===== src/rtl/mem_wb_pkg.sv =====
// mem_wb_pkg: shared select encoding, ctrl bit index and default-width entry layout for the MEM/WB stage.
package mem_wb_pkg;
  localparam int SEL_ALU = 0;
  localparam int SEL_MEM = 1;
  localparam int SEL_PC  = 2;
  localparam int WE_BIT  = 0;
  localparam int DEF_DATA_W = 32;
  localparam int DEF_ADDR_W = 5;
  localparam int DEF_SEL_W  = 2;
  typedef struct packed {
    logic [DEF_DATA_W-1:0] alu;
    logic [DEF_DATA_W-1:0] mem;
    logic [DEF_DATA_W-1:0] pc;
    logic [DEF_ADDR_W-1:0] addr;
    logic [DEF_SEL_W:0]    ctrl;
  } mem_wb_entry_t;
endpackage


===== src/rtl/pipe_skid_buf.sv =====
// pipe_skid_buf: 2-entry valid/ready skid buffer; in_ready comes straight from a flop, flush drops all beats.
module pipe_skid_buf #(
  parameter int W = 8
) (
  input  logic         clk,
  input  logic         rst,
  input  logic         flush,
  input  logic         in_valid,
  output logic         in_ready,
  input  logic [W-1:0] in_data,
  output logic         out_valid,
  input  logic         out_ready,
  output logic [W-1:0] out_data
);
  logic         main_v_q, main_v_d, skid_v_q, skid_v_d;
  logic [W-1:0] main_q, main_d, skid_q, skid_d;
  logic         acc, move;
  assign in_ready  = ~skid_v_q;
  assign out_valid = main_v_q;
  assign out_data  = main_q;
  assign acc  = in_valid & ~skid_v_q;
  assign move = ~main_v_q | out_ready;
  // data registers load only on a real transfer so stalled beats never toggle
  always_comb begin
    main_v_d = flush ? 1'b0 : move ? (skid_v_q | acc) : main_v_q;
    skid_v_d = flush ? 1'b0 : move ? 1'b0 : (skid_v_q | acc);
    main_d   = (~flush & move & (skid_v_q | acc)) ? (skid_v_q ? skid_q : in_data) : main_q;
    skid_d   = (~flush & ~move & acc) ? in_data : skid_q;
  end
  always_ff @(posedge clk) begin
    if (rst) begin
      main_v_q <= 1'b0;
      skid_v_q <= 1'b0;
      main_q   <= '0;
      skid_q   <= '0;
    end else begin
      main_v_q <= main_v_d;
      skid_v_q <= skid_v_d;
      main_q   <= main_d;
      skid_q   <= skid_d;
    end
  end
endmodule


===== src/rtl/mem_wb_elastic.sv =====
// mem_wb_elastic: elastic MEM/WB stage with skid buffer, flush and write-back select.
// Define MEM_WB_FWD_EN to add the fwd_valid/fwd_addr/fwd_data forwarding port.
module mem_wb_elastic
  import mem_wb_pkg::*;
#(
  parameter int DATA_W = 32,
  parameter int ADDR_W = 5,
  parameter int SEL_W  = 2
) (
  input  logic              clk,
  input  logic              rst,
  input  logic              in_valid,
  output logic              in_ready,
  input  logic              flush,
  input  logic [DATA_W-1:0] alu_result_in,
  input  logic [DATA_W-1:0] mem_data_in,
  input  logic [DATA_W-1:0] pc_plus4_in,
  input  logic [ADDR_W-1:0] wr_addr_in,
  input  logic [SEL_W:0]    ctrl_in,
  output logic              out_valid,
  input  logic              out_ready,
  output logic              wb_we,
  output logic [ADDR_W-1:0] wb_addr,
  output logic [DATA_W-1:0] wb_data,
`ifdef MEM_WB_FWD_EN
  output logic              fwd_valid,
  output logic [ADDR_W-1:0] fwd_addr,
  output logic [DATA_W-1:0] fwd_data,
`endif
  output logic [DATA_W-1:0] alu_result_out,
  output logic [DATA_W-1:0] mem_data_out,
  output logic [DATA_W-1:0] pc_plus4_out
);
  typedef struct packed {
    logic [DATA_W-1:0] alu;
    logic [DATA_W-1:0] mem;
    logic [DATA_W-1:0] pc;
    logic [ADDR_W-1:0] addr;
    logic [SEL_W:0]    ctrl;
  } entry_t;
  entry_t in_e, out_e;
  logic [SEL_W-1:0] sel;
  assign in_e = '{alu: alu_result_in, mem: mem_data_in, pc: pc_plus4_in, addr: wr_addr_in, ctrl: ctrl_in};
  pipe_skid_buf #(.W($bits(entry_t))) u_buf (
    .clk      (clk),
    .rst      (rst),
    .flush    (flush),
    .in_valid (in_valid),
    .in_ready (in_ready),
    .in_data  (in_e),
    .out_valid(out_valid),
    .out_ready(out_ready),
    .out_data (out_e)
  );
  assign sel            = out_e.ctrl[SEL_W:1];
  assign wb_addr        = out_e.addr;
  assign wb_we          = out_valid & out_e.ctrl[WE_BIT] & (out_e.addr != '0);
  assign alu_result_out = out_e.alu;
  assign mem_data_out   = out_e.mem;
  assign pc_plus4_out   = out_e.pc;
  always_comb begin
    wb_data = (sel == SEL_W'(SEL_MEM)) ? out_e.mem : (sel == SEL_W'(SEL_PC)) ? out_e.pc : out_e.alu;
  end
`ifdef MEM_WB_FWD_EN
  assign fwd_valid = wb_we;
  assign fwd_addr  = wb_we ? wb_addr : '0;
  assign fwd_data  = wb_we ? wb_data : '0;
`endif
endmodule


===== config.mk =====
export PLATFORM = sky130hd
export DESIGN_NAME = mem_wb_elastic
export DESIGN_NICKNAME = d
export VERILOG_FILES = /design/src/rtl/mem_wb_pkg.sv /design/src/rtl/pipe_skid_buf.sv /design/src/rtl/mem_wb_elastic.sv
export SDC_FILE = /design/constraint.sdc
export NUM_CORES = 1
export LEC_CHECK = 0
export ABC_AREA = 1
export ABC_CLOCK_PERIOD_IN_PS = 1700
export BUFFER_PORTS_ARGS = -buffer_cell sky130_fd_sc_hd__buf_4
export CAP_MARGIN = 20
export CELL_PAD_IN_SITES_DETAIL_PLACEMENT = 0
export CELL_PAD_IN_SITES_GLOBAL_PLACEMENT = 1
export CORE_AREA = 2 2 176 178
export CTS_CLUSTER_DIAMETER = 200
export DETAILED_ROUTE_END_ITERATION = 8
export DIE_AREA = 0 0 178 180
export GPL_TIMING_DRIVEN = 0
export PLACE_DENSITY = 0.76
export SYNTH_ARGS = -nofsm -noshare
export SYNTH_HDL_FRONTEND = slang
export SYNTH_HIERARCHICAL = 1
export SYNTH_SLANG_ARGS = --single-unit

===== constraint.sdc =====
create_clock -name clk -period 1.7 [get_ports clk]
set_input_delay 0.255 -clock clk [delete_from_list [all_inputs] [get_ports clk]]
set_output_delay 0.255 -clock clk [all_outputs]
set_load 0.01 [all_outputs]

### Yosys cells after proc, flatten, opt, wreduce, memory -nomap -nowiden

Cells that the tools add are included.

* bits in latches: 0
* output and inout port bits: 136
* memory bits (read-only): 0
* word-level logic and storage cells: 25
* memories: 0
* RAM bits: 0
* bits of input ports: 109
* bits in registers: 210

* bitwise operators: 13
* reduce and logical (&&, ||, !) cells: 3
* equal/unequal tests: 2
* muxes and demuxes: 3
* shift operators: 0
* divide/modulo/power cells: 0
* multipliers: 0
* add/subtract/negate cells: 0
* order comparisons: 0

Operators with widths (number)
* two-way mux 104 bit: 1
* two-way mux 32 bit: 2
* AND 1 bit: 7
* nonzero test 5 bit: 1
* NOT 1 bit: 4
* OR reduction 3 bit: 1
* equality test 2 x 1 -> 1 bit, second input constant: 1
* equality test 2 bit, second input constant: 1
* OR 1 bit: 2
* OR reduction 2 bit: 1

### Logic depth before layout (Yosys ltp)

* depth in word-level cells: 5
* mapped depth: 10
* depth with buffers taken out: 6

### Modules after synthesis

Netlist, hierarchy kept.

Modules (own cells, without submodules)
* pipe_skid_buf: area each 9888.2 um^2, sequential area each 4204.0 um^2, times used 1, cells an instance 1589
* mem_wb_elastic: area each 1102.3 um^2, sequential area each 0.0 um^2, times used 1, cells an instance 252

### Worst setup path after synthesis

OpenSTA, ideal clock, no wires.

* kind: register to register
* start point: register u_buf.skid_v_q
* end point: register u_buf.main_q[69] (netlist: u_buf/out_data[69])
* buffers on the path: 4
* clock period less this slack: 1.364 ns
* setup time: 0.113 ns
* required time: 1.587 ns
* arrival: 1.251 ns
* stages on the path, launching flop included: 10
* setup slack: 0.336 ns
* cell sequence: dfxtp_1 buf_4 inv_2 nand2_1 nand3_1 buf_2 buf_2 buf_4 nor2_1 nor2_1

* word-level cells in the longest chain between the ends: 4
* elaborated cells on any way between the ends: 5
* classes of those cells: mux: 1; bitwise: 4

Ends and longest elaborated chain
* from (decl): RTL line pipe_skid_buf.sv:15 `logic main_v_q, main_v_d, skid_v_q, skid_v_d;`
* from (signal assigned): RTL line pipe_skid_buf.sv:38 `skid_v_q <= skid_v_d;`
* NOT 1 bit
* net in_ready: RTL line mem_wb_elastic.sv:13 `output logic in_ready,`
* AND 1 bit: RTL line pipe_skid_buf.sv:21 `assign acc = in_valid & ~skid_v_q;`
* OR 1 bit: RTL line pipe_skid_buf.sv:27 `main_d = (~flush & move & (skid_v_q | acc)) ? (skid_v_q ? skid_q : in_data) : main_q;`
* AND 1 bit: RTL line pipe_skid_buf.sv:27
* to (signal assigned): RTL line pipe_skid_buf.sv:39 `main_q <= main_d;`
* to (decl): RTL line pipe_skid_buf.sv:16 `logic [W-1:0] main_q, main_d, skid_q, skid_d;`

The timed path passes the listed nets, and every way through them passes these cells.
A chain may end at the register's enable or synchronous reset.

### Final worst setup path

* start point: register u_buf.main_q[2] (netlist: u_buf/out_data[2])
* end point: output port wb_data[11]

* word-level cells in the longest chain between the ends: 3
* elaborated cells on any way between the ends: 4
* classes of those cells: eq/ne: 2; mux: 2

Ends and longest elaborated chain
* equality test 2 bit: RTL line mem_wb_elastic.sv:62 `wb_data = (sel == SEL_W'(SEL_MEM)) ? out_e.mem : (sel == SEL_W'(SEL_PC)) ? out_e.pc : out_e.alu;`
* two-way mux 32 bit: RTL line mem_wb_elastic.sv:62
* two-way mux 32 bit *: RTL line mem_wb_elastic.sv:62
* to (decl): RTL line mem_wb_elastic.sv:24 `output logic [DATA_W-1:0] wb_data,`

Every way passes the cells marked *; elsewhere a longest branch is shown, timed or not.

==> qor.csv <==
metric,value,unit
status,finished with violations,
violations,setup timing,
synth-seq-area-share,38.25,%
grt_pass1_wl,63640,um
overflow,0,
final.period_utilization,111.6,%
p_leak,7.624,nW
final_nets,2236,
final_hold_viol_count,0,
total_power,13.44,mW
fmax,526.9,MHz
htree_levels,1,
clkSinkCount,210,
rsz0062_at_grt,true,
syn_nets,1950,
gp_congestion,0.8545,
grt_max_degree,20,
drt_iter0_markers,1026,
cp-start-kind,flop,
die_y,180,um
setup-violations-final,32,
via_per_inst,4.766,
end_kind,output pin,
maxCapViolations,0,
ys_ff_latch,210,
dieArea,32040,sq um
die_w,178,um
syn_area,10990,sq um
ir_drop,0.6127,mV
antenna_left,0,
clkTransAtPathRegs,0.06,ns
start_util,36.41,%
clkLatencyLatePin,0.53,ns
antenna_found_initial,0,
num_rows,64,
fin_util,50.02,%
cts_buffer_depth,3,
p_per_area,889.8,nW/um^2
hp-class,input port to flop,
period_needed,1.898,ns
critical_path_class,flop to output pin,
antennaDiodeCount,0,
wirelength,42840,um
synth_cell_types,18,
hpwl,31070,um
wl_per_cell,16.87,um
syn_inst,1841,
coreArea,30190,sq um
pin_count,245,
cp_max_fo,5,
cts-root-buf,clkbuf_16,
grt_util_all_layers,25.64,%
worstPathArrival,1.64,ns
vias,12100,
worstPathRequired,1.44,ns
drcViolationCount,0,
port_buffers,243,
grt_pass1_vias,11380,
areaGrowthSynthToFinish,37.41,%
slew_violations,0,
slew_headroom,52.05,%
postLayoutSetupSlackWorst,-0.1978,ns
fin_worst_skew,0.01367,ns
avgSynthCellArea,5.970,sq um
cts_tree,built,
worst_slew_pin_slew,0.7192,ns
drive_above_1_share,22.77,%
cts_buffers,24,
drtPass1Iterations,5,
ys_warn_count,6,
## layer usage
layer,vias up,GRT usage [%],part of all wire (%)
met5,-,0,0
met4,0,9.246,3.6
met3,81,2.327,5.6
met2,402,41.88,45
met1,5502,35.09,45
li1,6117,-,-
## flip-flops by register name, indices dropped and copies added, names as in the netlist
signal / count
u_buf/out_valid: 1
u_buf/out_data: 104
u_buf/skid_q: 104
u_buf/skid_v_q: 1
## worst paths after layout
check	startpoint	endpoint	slack, ns	cells past startpoint
max	u_buf/out_data[2]	wb_data[11]	-0.20	6
min	pc_plus4_in[28]	u_buf/skid_q[36]	0.06	5
max reg2reg	u_buf/skid_v_q	u_buf/skid_q[92]	0.11	7
min reg2reg	u_buf/skid_q[7]	u_buf/skid_q[7]	0.48	2
## report_power, final
part / total [mW] / switching (mW) / internal, mW
logic: 2.58 / 1.47 / 1.12
clock network: 5.42 / 2.12 / 3.30
registers: 5.43 / 0.293 / 5.14
## critical path: stages, from the launching register on
cell and delay [ns]:
dfxtp_4 0.41, buf_12 0.14, clkbuf_16 0.15, nand3_2 0.11
nand3_2 0.09, nand2_2 0.07, buf_4 0.15
## cell usage after synthesis
cell type	instances	area, sq um
buf_6	4	45.04
buf_4	18	135.1
nor2_2	1	6.260
nand3b_1	1	7.510
nand2_1	517	1941
buf_1	17	63.81
inv_4	2	12.51
buf_2	51	255.2
nand2_4	2	22.52
inv_2	2	7.510
nand4_1	104	650.6
nand3_1	66	330.3
o31ai_1	1	7.510
inv_1	279	1047
o21ai_0	104	520.5
dfxtp_1	210	4204
nor2_1	422	1584
clkbuf_1	40	150.1
## layout by cell type (no fill, tap or decap), drive strengths merged
master       instances
nand4              104
inv                283
bufinv               3
buf                343
o21ai              104
clkinv               6
nand3b               1
clkbuf              78
nand3               66
nand2              519
dlygate4sd3          2
o31ai                1
dfxtp              210
nor2               423
## kinds of logic (layout without fill, tap and decap cells)
group / after synthesis / after routing / share of synthesized area, %
AOI/OAI and AO/OA: 105 / 105 / 4.804
buffers and inverters: 413 / 715 / 15.62
DFF: 210 / 210 / 38.25
and+or+nand+nor: 1113 / 1113 / 41.33
## stage by stage
step / setup TNS (ns) / cell area [sq um] / cells / hold slack [ns] / setup WS (ns)
4_1_cts: -6.332 / 14730 / 2530 / 0.05614 / -0.2268
3_5_place_dp: -71.62 / 13310 / 2480 / 0.4706 / -0.6115
6_report: -5.154 / 15100 / 2539 / 0.06467 / -0.1978
2_1_floorplan: 0 / 10990 / 1841 / 0.3581 / 0.3365
3_3_place_gp: -66.80 / 13310 / 2480 / 0.4603 / -0.5476
5_1_grt: -7.049 / 15100 / 2539 / 0.07820 / -0.2425
## layout make-up
cell class,count,area [sq um]
Buffer,127,808.3
Clock buffer,33,695.7
Clock inverter,9,120.1
Fill cell,3169,15090
Inverter,283,1082
Multi-Input combinational cell,1218,5489
Sequential cell,210,4215
Tap cell,396,495.5
Timing Repair Buffer,263,2196
## timing repair
item / 4_1_cts / 5_1_grt
hold buffers: 2 / 0
gates resized for setup: 144 / 72
pin swaps: 24 / 19
gates cloned: 4 / 4
setup buffers: 3 / 7
endpoints found under the hold margin: 1 / 0
setup endpoints to repair: 239 / 204
(Power assumes the default switching activity.)
